File: src/rtl/framed_shift_register.sv
// framed_shift_register
//   Full-duplex frame serializer/deserializer. A WIDTH-bit word is taken on a
//   valid/ready port, shifted out one bit per shift_en strobe while the
//   returning serial bits are shifted into the same buffer, and the completed
//   received word is presented on rx_data with a one-cycle rx_valid pulse.
//
// Parameters
//   WIDTH     : frame length in bits (>= 2)
//   LSB_FIRST : 0 = MSB first (receive into bit 0), 1 = LSB first (receive into bit WIDTH-1)
//
// Ports
//   clk        in   rising-edge clock
//   rst        in   asynchronous active-high reset
//   shift_en   in   bit strobe, one shift per high cycle while busy
//   abort      in   synchronous frame cancel (beats shift and load)
//   serial_in  in   received bit, sampled on the shift edge
//   serial_out out  transmitted bit, 0 when idle
//   tx_data    in   word to send
//   tx_valid   in   tx_data is valid
//   tx_ready   out  word accepted this cycle when tx_valid is high
//   rx_data    out  last completed received word
//   rx_valid   out  one-cycle pulse, rx_data updated
//   busy       out  frame in progress
module framed_shift_register #(
  parameter int WIDTH     = 8,
  parameter int LSB_FIRST = 0
) (
  input  logic             clk,
  input  logic             rst,
  input  logic             shift_en,
  input  logic             abort,
  input  logic             serial_in,
  output logic             serial_out,
  input  logic [WIDTH-1:0] tx_data,
  input  logic             tx_valid,
  output logic             tx_ready,
  output logic [WIDTH-1:0] rx_data,
  output logic             rx_valid,
  output logic             busy
);

  localparam int CW = (WIDTH > 2) ? $clog2(WIDTH) : 1;

  typedef enum logic {
    IDLE  = 1'b0,
    SHIFT = 1'b1
  } state_t;

  state_t           r_state;
  logic [WIDTH-1:0] r_buffer;
  logic [CW-1:0]    r_count;
  logic [WIDTH-1:0] r_rx_data;
  logic             r_rx_valid;

  logic             w_busy;
  logic             w_last;
  logic             w_ready;
  logic             w_load;
  logic [WIDTH-1:0] w_shifted;

  assign w_busy  = (r_state == SHIFT);
  assign w_last  = w_busy && shift_en && (r_count == CW'(WIDTH - 1));
  // Ready is combinational so a new word can be taken on the very edge that
  // shifts the last bit, giving back-to-back frames with no idle cycle.
  assign w_ready = !rst && !abort && (!w_busy || w_last);
  assign w_load  = tx_valid && w_ready;

  always_comb begin
    w_shifted = r_buffer;
    if (LSB_FIRST != 0) begin
      w_shifted = {serial_in, r_buffer[WIDTH-1:1]};
    end else begin
      w_shifted = {r_buffer[WIDTH-2:0], serial_in};
    end
  end

  always_ff @(posedge clk or posedge rst) begin
    if (rst) begin
      r_state    <= IDLE;
      r_buffer   <= '0;
      r_count    <= '0;
      r_rx_data  <= '0;
      r_rx_valid <= 1'b0;
    end else begin
      r_rx_valid <= 1'b0;
      if (abort) begin
        r_state <= IDLE;
        r_count <= '0;
      end else begin
        case (r_state)
          IDLE: begin
            if (w_load) begin
              r_buffer <= tx_data;
              r_count  <= '0;
              r_state  <= SHIFT;
            end
          end
          SHIFT: begin
            if (shift_en) begin
              if (w_last) begin
                r_rx_data  <= w_shifted;
                r_rx_valid <= 1'b1;
                if (w_load) begin
                  r_buffer <= tx_data;
                  r_count  <= '0;
                end else begin
                  r_buffer <= w_shifted;
                  r_count  <= '0;
                  r_state  <= IDLE;
                end
              end else begin
                r_buffer <= w_shifted;
                r_count  <= r_count + 1'b1;
              end
            end
          end
          default: begin
            r_state <= IDLE;
            r_count <= '0;
          end
        endcase
      end
    end
  end

  assign busy       = w_busy;
  assign tx_ready   = w_ready;
  assign rx_data    = r_rx_data;
  assign rx_valid   = r_rx_valid;
  assign serial_out = w_busy ? ((LSB_FIRST != 0) ? r_buffer[0] : r_buffer[WIDTH-1]) : 1'b0;

endmodule

File: config.mk
export PLATFORM = sky130hd
export DESIGN_NAME = framed_shift_register
export DESIGN_NICKNAME = d
export VERILOG_FILES = /design/src/rtl/framed_shift_register.sv
export SDC_FILE = /design/constraint.sdc
export NUM_CORES = 1
export LEC_CHECK = 0
export ABC_AREA = 1
export BUFFER_PORTS_ARGS = -buffer_cell sky130_fd_sc_hd__clkbuf_2
export CORE_MARGIN = 4
export CORE_UTILIZATION = 38
export CTS_CLUSTER_SIZE = 10
export DETAILED_ROUTE_END_ITERATION = 7
export SYNTH_ARGS = -nofsm -noshare
export SYNTH_HDL_FRONTEND = slang
export SYNTH_SLANG_ARGS = --single-unit
File: constraint.sdc
create_clock -name clk -period 1.84 [get_ports clk]
set_input_delay 0.184 -clock clk [delete_from_list [all_inputs] [get_ports clk]]
set_output_delay 0.184 -clock clk [all_outputs]
set_load 0.01 [all_outputs]
== Word level (Yosys, flattened, before mapping) ==
Index checks and enable logic that the tools add are counted.

* Reduce and logical (&&, ||, !) cells: 12
* Bitwise gates (word level): 2
* Mux-type cells: 20
* $add $sub $neg: 1
* Equal/unequal tests: 5

{| class="wikitable"
|+ Operator list
! kind !! count
|-
| $mux 8 || 4
|-
| $pmux 8 s2 || 1
|-
| $mux 3 || 4
|-
| $mux 1 || 9
|-
| $ne 3x3->1 const B || 2
|-
| $pmux 3 s2 || 1
|-
| $logic_and 1x1->1 || 5
|-
| $ne 2x2->1 const B || 2
|-
| $reduce_and 4->1 || 1
|-
| $add 3x1->3 const B || 1
|-
| $eq 3x3->1 const B || 1
|-
| $logic_not 1->1 || 3
|-
| $reduce_and 3->1 || 1
|-
| $not 1->1 || 2
|-
| $pmux 1 s2 || 1
|-
| $reduce_and 2->1 || 1
|-
| $logic_or 1x1->1 || 1
|}

* Input port bits: 14
* Register bits: 21
* Output and inout port bits: 12

== Logic depth before layout (Yosys ltp) ==
Gate-level depths: netlist of the first run.

* Depth in word-level cells: 10
* Gate-level depth with buffers: 10
* Depth with buffers taken out: 10

== Worst setup path after synthesis of the first run ==
OpenSTA, ideal clock, no wires.

* Kind: reg-to-reg
* Start: reg r_count[0]
* End: reg r_buffer[4]
* Setup slack: 430 ps
* Arrival time: 1,294 ps
* Setup time: 116 ps
* Clock period less this slack: 1,410 ps
* Stages on the path, launching flop included: 11
* Required time: 1,724 ps
* Cells stage by stage: dfrtp_1 > ha_1 > ha_1 > nand3_2 > nand2_2 > nand3_4 > nand2_4 > nand2_1 > nand2_1 > nand2_1 > nand2_1

* Word-level cells in the longest chain between the ends: 9
* Elaborated cells between the ends (all ways): 11
* Those cells by class: eq/ne: 2; mux: 4; reduce/logical: 5

{| class="wikitable"
|+ Ends and longest elaborated chain
! item !! RTL line !! source
|-
| start: declaration || 51 || <nowiki>logic [CW-1:0] r_count;</nowiki>
|-
| start signal: assignment || 113 || <nowiki>r_count <= r_count + 1'b1;</nowiki>
|-
| $eq 3x3->1 * || 62 || <nowiki>assign w_last = w_busy && shift_en && (r_count == CW'(WIDTH - 1));</nowiki>
|-
| $logic_and 1x1->1 * || 62 ||
|-
| $logic_or 1x1->1 || 65 || <nowiki>assign w_ready = !rst && !abort && (!w_busy || w_last);</nowiki>
|-
| $logic_and 1x1->1 || 65 ||
|-
| $logic_and 1x1->1 || 66 || <nowiki>assign w_load = tx_valid && w_ready;</nowiki>
|-
| $mux 8 || 103 || <nowiki>if (w_load) begin</nowiki>
|-
| $mux 8 || 100 || <nowiki>if (w_last) begin</nowiki>
|-
| $mux 8 || 99 || <nowiki>if (shift_en) begin</nowiki>
|-
| $pmux 8 s2 || 90 || <nowiki>case (r_state)</nowiki>
|-
| end signal: assignment || 93 || <nowiki>r_buffer <= tx_data;</nowiki>
|-
| end signal: assignment || 104 || <nowiki>r_buffer <= tx_data;</nowiki>
|-
| end signal: assignment || 107 || <nowiki>r_buffer <= w_shifted;</nowiki>
|-
| end: declaration || 50 || <nowiki>logic [WIDTH-1:0] r_buffer;</nowiki>
|}

Mark *: on every way between the ends. The rest lies on a longest branch, timed or not. The select of a mux whose other input is x is not followed.
A chain may end at the register's enable or synchronous reset.

== Final worst setup path of the first run ==
* Start: reg r_count[0]
* End: out tx_ready

* Word-level cells in the longest chain between the ends: 4

{| class="wikitable"
|+ Ends and longest elaborated chain
! item !! RTL line !! source
|-
| $eq 3x3->1 || 62 ||
|-
| $logic_and 1x1->1 || 62 ||
|-
| $logic_or 1x1->1 || 65 ||
|-
| $logic_and 1x1->1 || 65 ||
|-
| end: declaration || 36 || <nowiki>output logic tx_ready,</nowiki>
|}

Every way passes these cells.

==> results of run 1 <==
[cells in the mapped netlist, types with 2 or more instances]
library cell   n  area share (%)
nand2_1       49              17
dfrtp_1       21              50
inv_1         16             5.7
nand3_1       16             7.6
o21ai_2        5             4.2
o21ai_1        3             1.4
ha_1           2             2.4
nand2_2        2             1.2
[kinds of logic after synthesis]
| kind of cell | after synthesis |
|---|---|
| fa+ha+maj | 2 |
| flops | 21 |
| buf+inv | 21 |
| simple gates | 75 |
| compound gates | 9 |
[per-layer routing]
| layer | vias up | share of wire, % |
|---|---|---|
| li1 | 462 | - |
| met3 | 2 | 5.5 |
| met1 | 388 | 48 |
| met4 | 0 | 0.90 |
| met2 | 18 | 45 |
| met5 | - | 0 |
[what timing repair did]
item                                    4_1_cts  5_1_grt
resized for setup                             0        3
endpoints found under the setup margin        0        1
hold buffers                                  1        0
endpoints found under the hold margin        21        0
setup buffers                                 0        2
[flip-flops by register name (all words and copies together) (netlist names)]
register  flops
r_buffer      8
rx_data       8
r_count       3
busy          1
rx_valid      1
[final cells by class]
cell class | instances | area (µm²)
flip-flops and latches | 21 | 526
multi-input cells | 86 | 442
repair buffers | 30 | 165
well taps | 30 | 37.5
fillers | 263 | 1300
clock inverters | 1 | 5.00
clock buffers | 3 | 22.5
inverters | 18 | 72.6
[power groups by stage]
stage | registers (mW) | clock network, mW | logic [mW]
floorplan | 0.539 | 0 | 0.101
global placement | 0.545 | 0 | 0.143
detailed placement | 0.546 | 0 | 0.142
CTS | 0.537 | 0.238 | 0.145
global route | 0.543 | 0.257 | 0.169
finish | 0.537 | 0.226 | 0.146
[per-stage QoR]
stage | setup WS [ns] | std cells | power, mW | cell area, µm²
6_report | 0.128 | 189 | 0.909 | 1270
3_5_place_dp | 0.336 | 182 | 0.688 | 1210
3_3_place_gp | 0.378 | 182 | 0.689 | 1210
4_1_cts | 0.0612 | 187 | 0.920 | 1240
2_1_floorplan | 0.430 | 128 | 0.639 | 1050
5_1_grt | 0.00434 | 189 | 0.969 | 1270
[worst max path at each step]
stage,start,to,slack (ns),cells after the start
2_1_floorplan,r_count[0]$_DFFE_PP0P_,r_buffer[4]$_DFFE_PP0P_,0.43,10
3_3_place_gp,r_count[0]$_DFFE_PP0P_,r_buffer[6]$_DFFE_PP0P_,0.38,10
3_5_place_dp,r_count[0]$_DFFE_PP0P_,r_buffer[6]$_DFFE_PP0P_,0.34,10
4_1_cts,r_count[0]$_DFFE_PP0P_,tx_ready,0.06,7
5_1_grt,r_count[1]$_DFFE_PP0P_,tx_ready,0.004,7
6_report,r_count[0]$_DFFE_PP0P_,tx_ready,0.13,7
[worst max-delay path, stage by stage, from the launching register on]
cell and delay [ns]:
dfrtp_1 0.40, ha_1 0.20, ha_1 0.19, nand3_2 0.11, nand2_4 0.05, inv_1 0.09
nor3_2 0.04, buf_2 0.13
[cells in the final DEF, fill, tap and decap left out]
cell type / Yosys / layout
a21oi_1: 1 / 1
buf_2: 1 / 1
buf_4: 0 / 4
clkbuf_2: 0 / 24
clkbuf_4: 0 / 3
clkinv_2: 0 / 1
clkinv_4: 1 / 1
dfrtp_1: 21 / 21
dlygate4sd3_1: 0 / 1
ha_1: 2 / 2
inv_1: 16 / 16
inv_2: 1 / 1
nand2_1: 49 / 49
nand2_2: 2 / 1
nand2_4: 1 / 2
nand3_1: 16 / 16
nand3_2: 1 / 1
nand3_4: 1 / 1
nand4_1: 1 / 1
nor2_1: 1 / 1
nor2_2: 1 / 1
nor3_2: 0 / 1
o21ai_1: 3 / 3
o21ai_2: 5 / 5
or2_1: 1 / 1
==> run_results.csv, run 1 <==
group,metric,value,unit
setup_path,worst-path-max-fanout,2,
setup_path,cp.arrival,1.53,ns
timing,min_period,1.71,ns
timing,tns,0,ns
min_path,hp-start,"abort",
grt,gr-max-usage-layer,"met2",
power,ir_drop,0.524,mV
route,wl_per_cell,11.2,µm
floorplan,die_w,60.7,µm
grt,use_met2,20.0,%
floorplan,rows,18,
timing,max_freq,584,MHz
timing,worstMarginPinSlew,0.290,ns
grt,grt-ovfl-total,0,
floorplan,start_util,41.1,%
layout,antenna_cells,0,
logic_synthesis,synthesis.nets,144,
power,p_comb_share,16.1,%
setup_path,required,1.66,ns
placement,io_buffers,25,
placement,gp_congestion,0.773,
route,drtIter0Drc,40,
grt,track_usage,13.1,%
setup_path,endpoint_kind,"output port",
min_path,hold_path_class,"in2reg",
job,maxCapViolCount,0,
layout,layout.nets,176,
clock_network,clock_path_buffers,2,
status,status,"finished clean",
floorplan,coreArea,2570,µm²
layout,drive_above_1_share,29.6,%
timing,hold_viol,0,
timing,rsz0062_at_grt,"no",
floorplan,io-pin-count,26,
route,drt-total-wl,2120,µm
logic_synthesis,async_flop_share,100,%
logic_synthesis,synth_area,1050,µm²
grt,grt_antenna_before_repair,0,
clock_network,clkSinkCount,21,
logic_synthesis,yosys.area_share.simple,32.5,%
clock_network,cts_tree,"yes",
logic_synthesis,seq_area_frac_synth,49.8,%
setup_path,start_kind,"flip-flop",
clock_network,cts_buffers,3,
setup_path,reg2reg_slack,0.21,ns
logic_synthesis,syn_inst,128,
clock_network,clock_latency,0.31,ns
power,power_density,716,nW/µm²
route,via_count,870,
setup_path,timing.rr.end,"r_buffer[6]$_DFFE_PP0P_",
grt,grt_pass1_wl,3530,µm
route,first_pass_iters,4,
logic_synthesis,synth.distinct_cells,22,
logic_synthesis,synth-xor-area-share,0,%
route,via_per_inst,4.60,
timing,whs,0.0987,ns
grt,use_met3,4.47,%
logic_synthesis,avgSynthCellArea,8.24,µm²
setup_path,rr_startpoint,"r_count[0]$_DFFE_PP0P_",
timing,setup_viol_count_final,0,
clock_network,ctsHtreeMaxLevel,1,
power,switchingPower,0.266,mW
floorplan,die-area,3680,µm²
min_path,holdPathStages,2,
layout,areaGrowthSynthToFinish,20.4,%
logic_synthesis,synth_edf_count,0,
logic_synthesis,synth-seq-cells,21,
grt,use_met1,17.9,%
clock_network,root_buffer,"clkbuf_4",
grt,grt_max_degree,22,
logic_synthesis,ys.flop_type,"dfrtp_1",
logic_synthesis,synth_mux_area_share,0,%
layout,final_core_util,49.5,%
logic_synthesis,synth_top_family_by_area,"simple AND/OR/NAND/NOR gates",
power,power_frac_seq,59.1,%
placement,hpwl,1580,µm
power,p_leak,0.732,nW
power,switching_share,29.2,%
route,drc,0,
timing,finClkSkew,0.00320,ns
logic_synthesis,yosys_warnings,0,
route,antenna_left,0,
setup_path,reg2regPathDepth,11,
clock_network,cts.clk_slew.worst_paths,0.12,ns
power,internal-power,0.643,mW
logic_synthesis,synth-compound-area-share,6.05,%
power,pwr-share-clk,24.9,%
timing,slew_violations,0,
logic_synthesis,synth_fa_ha_area_share,2.37,%
grt,grt_pass1_vias,796,
timing,fin_crit_sh,93.1,%
setup_path,crit_type,"reg2out",
min_path,min_to,"busy$_DFF_PP0_",
timing,timing.slew.headroom,80.7,%
floorplan,die_y,60.7,µm
Note: power is estimated with default switching activity, not from simulation.
==> run 2, diff against run 1 <==
- CTS_CLUSTER_SIZE: 10 -> 14
- clock period: 1.84 -> 1.77 ns (I/O delays scaled with it)
==> run_results.csv, run 2 (synthesis results as in run 1) <==
group,metric,value,unit
status,status,"finished clean",
layout,mostFrequentLayoutCells,"nand2_1 (49), clkbuf_2 (24), dfrtp_1 (21)",
power,ir_drop,0.545,mV
timing,rsz0062_at_grt,"yes",
layout,final_core_util,49.5,%
grt,grt_antenna_before_repair,0,
layout,areaGrowthSynthToFinish,20.4,%
timing,hold_viol,0,
floorplan,start_util,41.1,%
floorplan,io-pin-count,26,
route,first_pass_iters,4,
clock_network,cts_tree,"yes",
timing,fin_crit_sh,96.3,%
setup_path,start_kind,"flip-flop",
setup_path,required,1.59,ns
timing,setup_viol_count_final,0,
setup_path,endpoint_kind,"output port",
layout,antenna_cells,0,
placement,post_dp_cell_area,1210,µm²
route,drc,0,
clock_network,clkSinkCount,21,
route,via_count,873,
layout,drive_above_1_share,29.6,%
clock_network,clock_path_buffers,2,
route,drtIter0Drc,38,
job,maxCapViolCount,0,
placement,io_buffers,25,
floorplan,die-area,3680,µm²
grt,grt_max_degree,22,
power,p_leak,0.732,nW
layout,stdcell_area,1270,µm²
power,power,0.945,mW
clock_network,root_buffer,"clkbuf_4",
route,drt-total-wl,2120,µm
placement,hpwl,1580,µm
clock_network,clock_latency,0.31,ns
route,via_per_inst,4.62,
timing,worstMarginPinSlew,0.290,ns
setup_path,crit_type,"reg2out",
clock_network,cts.clk_slew.worst_paths,0.12,ns
floorplan,die_y,60.7,µm
grt,grt_pass1_vias,805,
placement,gp_congestion,0.773,
grt,grt_pass1_wl,3550,µm
floorplan,rows,18,
layout,mostFrequentLayoutCell,"nand2_1",
layout,layout.nets,176,
setup_path,reg2reg_slack,0.14,ns
route,wl_per_cell,11.2,µm
min_path,hold_path_class,"in2reg",
grt,track_usage,13.2,%
floorplan,coreArea,2570,µm²
power,power_density,744,nW/µm²
setup_path,cp.arrival,1.53,ns
grt,grt-ovfl-total,0,
timing,min_period,1.71,ns
timing,timing.slew.headroom,80.7,%
setup_path,worst-path-max-fanout,2,
timing,slew_violations,0,
route,antenna_left,0,
floorplan,die_w,60.7,µm
timing,finClkSkew,0.00299,ns
timing,max_freq,586,MHz
clock_network,ctsHtreeMaxLevel,1,
clock_network,cts_buffers,3,
==> run 2: cell counts in the layout (fill, tap and decap cells not counted) <==
No cell type changed its count.
==> run 2: worst paths after layout <==
path | depth (start not counted) | end | startpoint
max | 7 | tx_ready | r_count[0]$_DFFE_PP0P_
min | 2 | busy$_DFF_PP0_ | abort
max reg2reg | 11 | r_buffer[6]$_DFFE_PP0P_ | r_count[0]$_DFFE_PP0P_
min reg2reg | 2 | rx_data[5]$_DFFE_PP0P_ | rx_data[5]$_DFFE_PP0P_
max in group asynchronous | 4 | r_buffer[1]$_DFFE_PP0P_ | rst
min in group asynchronous | 4 | rx_data[5]$_DFFE_PP0P_ | rst
==> run 2: repair_timing <==
| item | in CTS | in global routing |
|---|---|---|
| pin swaps | 0 | 1 |
| resized for setup | 1 | 2 |
| endpoints found under the hold margin | 21 | 0 |
| hold buffers | 1 | 0 |
| buffers inserted | 0 | 2 |
| gates cloned | 0 | 0 |
| setup endpoints to repair | 1 | 1 |
==> run 2: stage by stage <==
stage / hold WS, ns / instances / setup TNS, ns / worst slack [ns]
floorplan: 0.162 / 128 / 0 / 0.360
global placement: 0.254 / 182 / 0 / 0.308
detailed placement: 0.265 / 182 / 0 / 0.266
CTS: 0.0716 / 187 / 0 / 0.00694
global route: 0.0801 / 189 / -0.0587 / -0.0587
finish: 0.0920 / 189 / 0 / 0.0649
==> run 2: worst max-delay path, cell delays in order (launching register included) <==
cell	delay, ns
dfrtp_1	0.40
ha_1	0.20
ha_1	0.19
nand3_2	0.11
nand2_4	0.05
inv_1	0.09
nor3_2	0.04
buf_2	0.13
==> run 2: per-layer routing <==
metal	global-route usage [%]	vias to the layer above	wire length [µm]
met5	0	-	0
met4	3.72	0	19
met3	4.47	2	117
met1	17.9	390	1020
met2	20.2	18	959
li1	-	463	-
==> run 2: area by class of cell <==
class	count	area (µm²)
multi-input cells	86	442
flip-flops and latches	21	526
clock buffers	3	22.5
fillers	263	1300
well taps	30	37.5
inverters	18	72.6
repair buffers	30	165
clock inverters	1	5.00
==> run 2: power by group <==
part / internal, mW / switching [mW]
Clock: 0.0844 / 0.151
Sequential: 0.526 / 0.0323
Combinational: 0.0581 / 0.0937
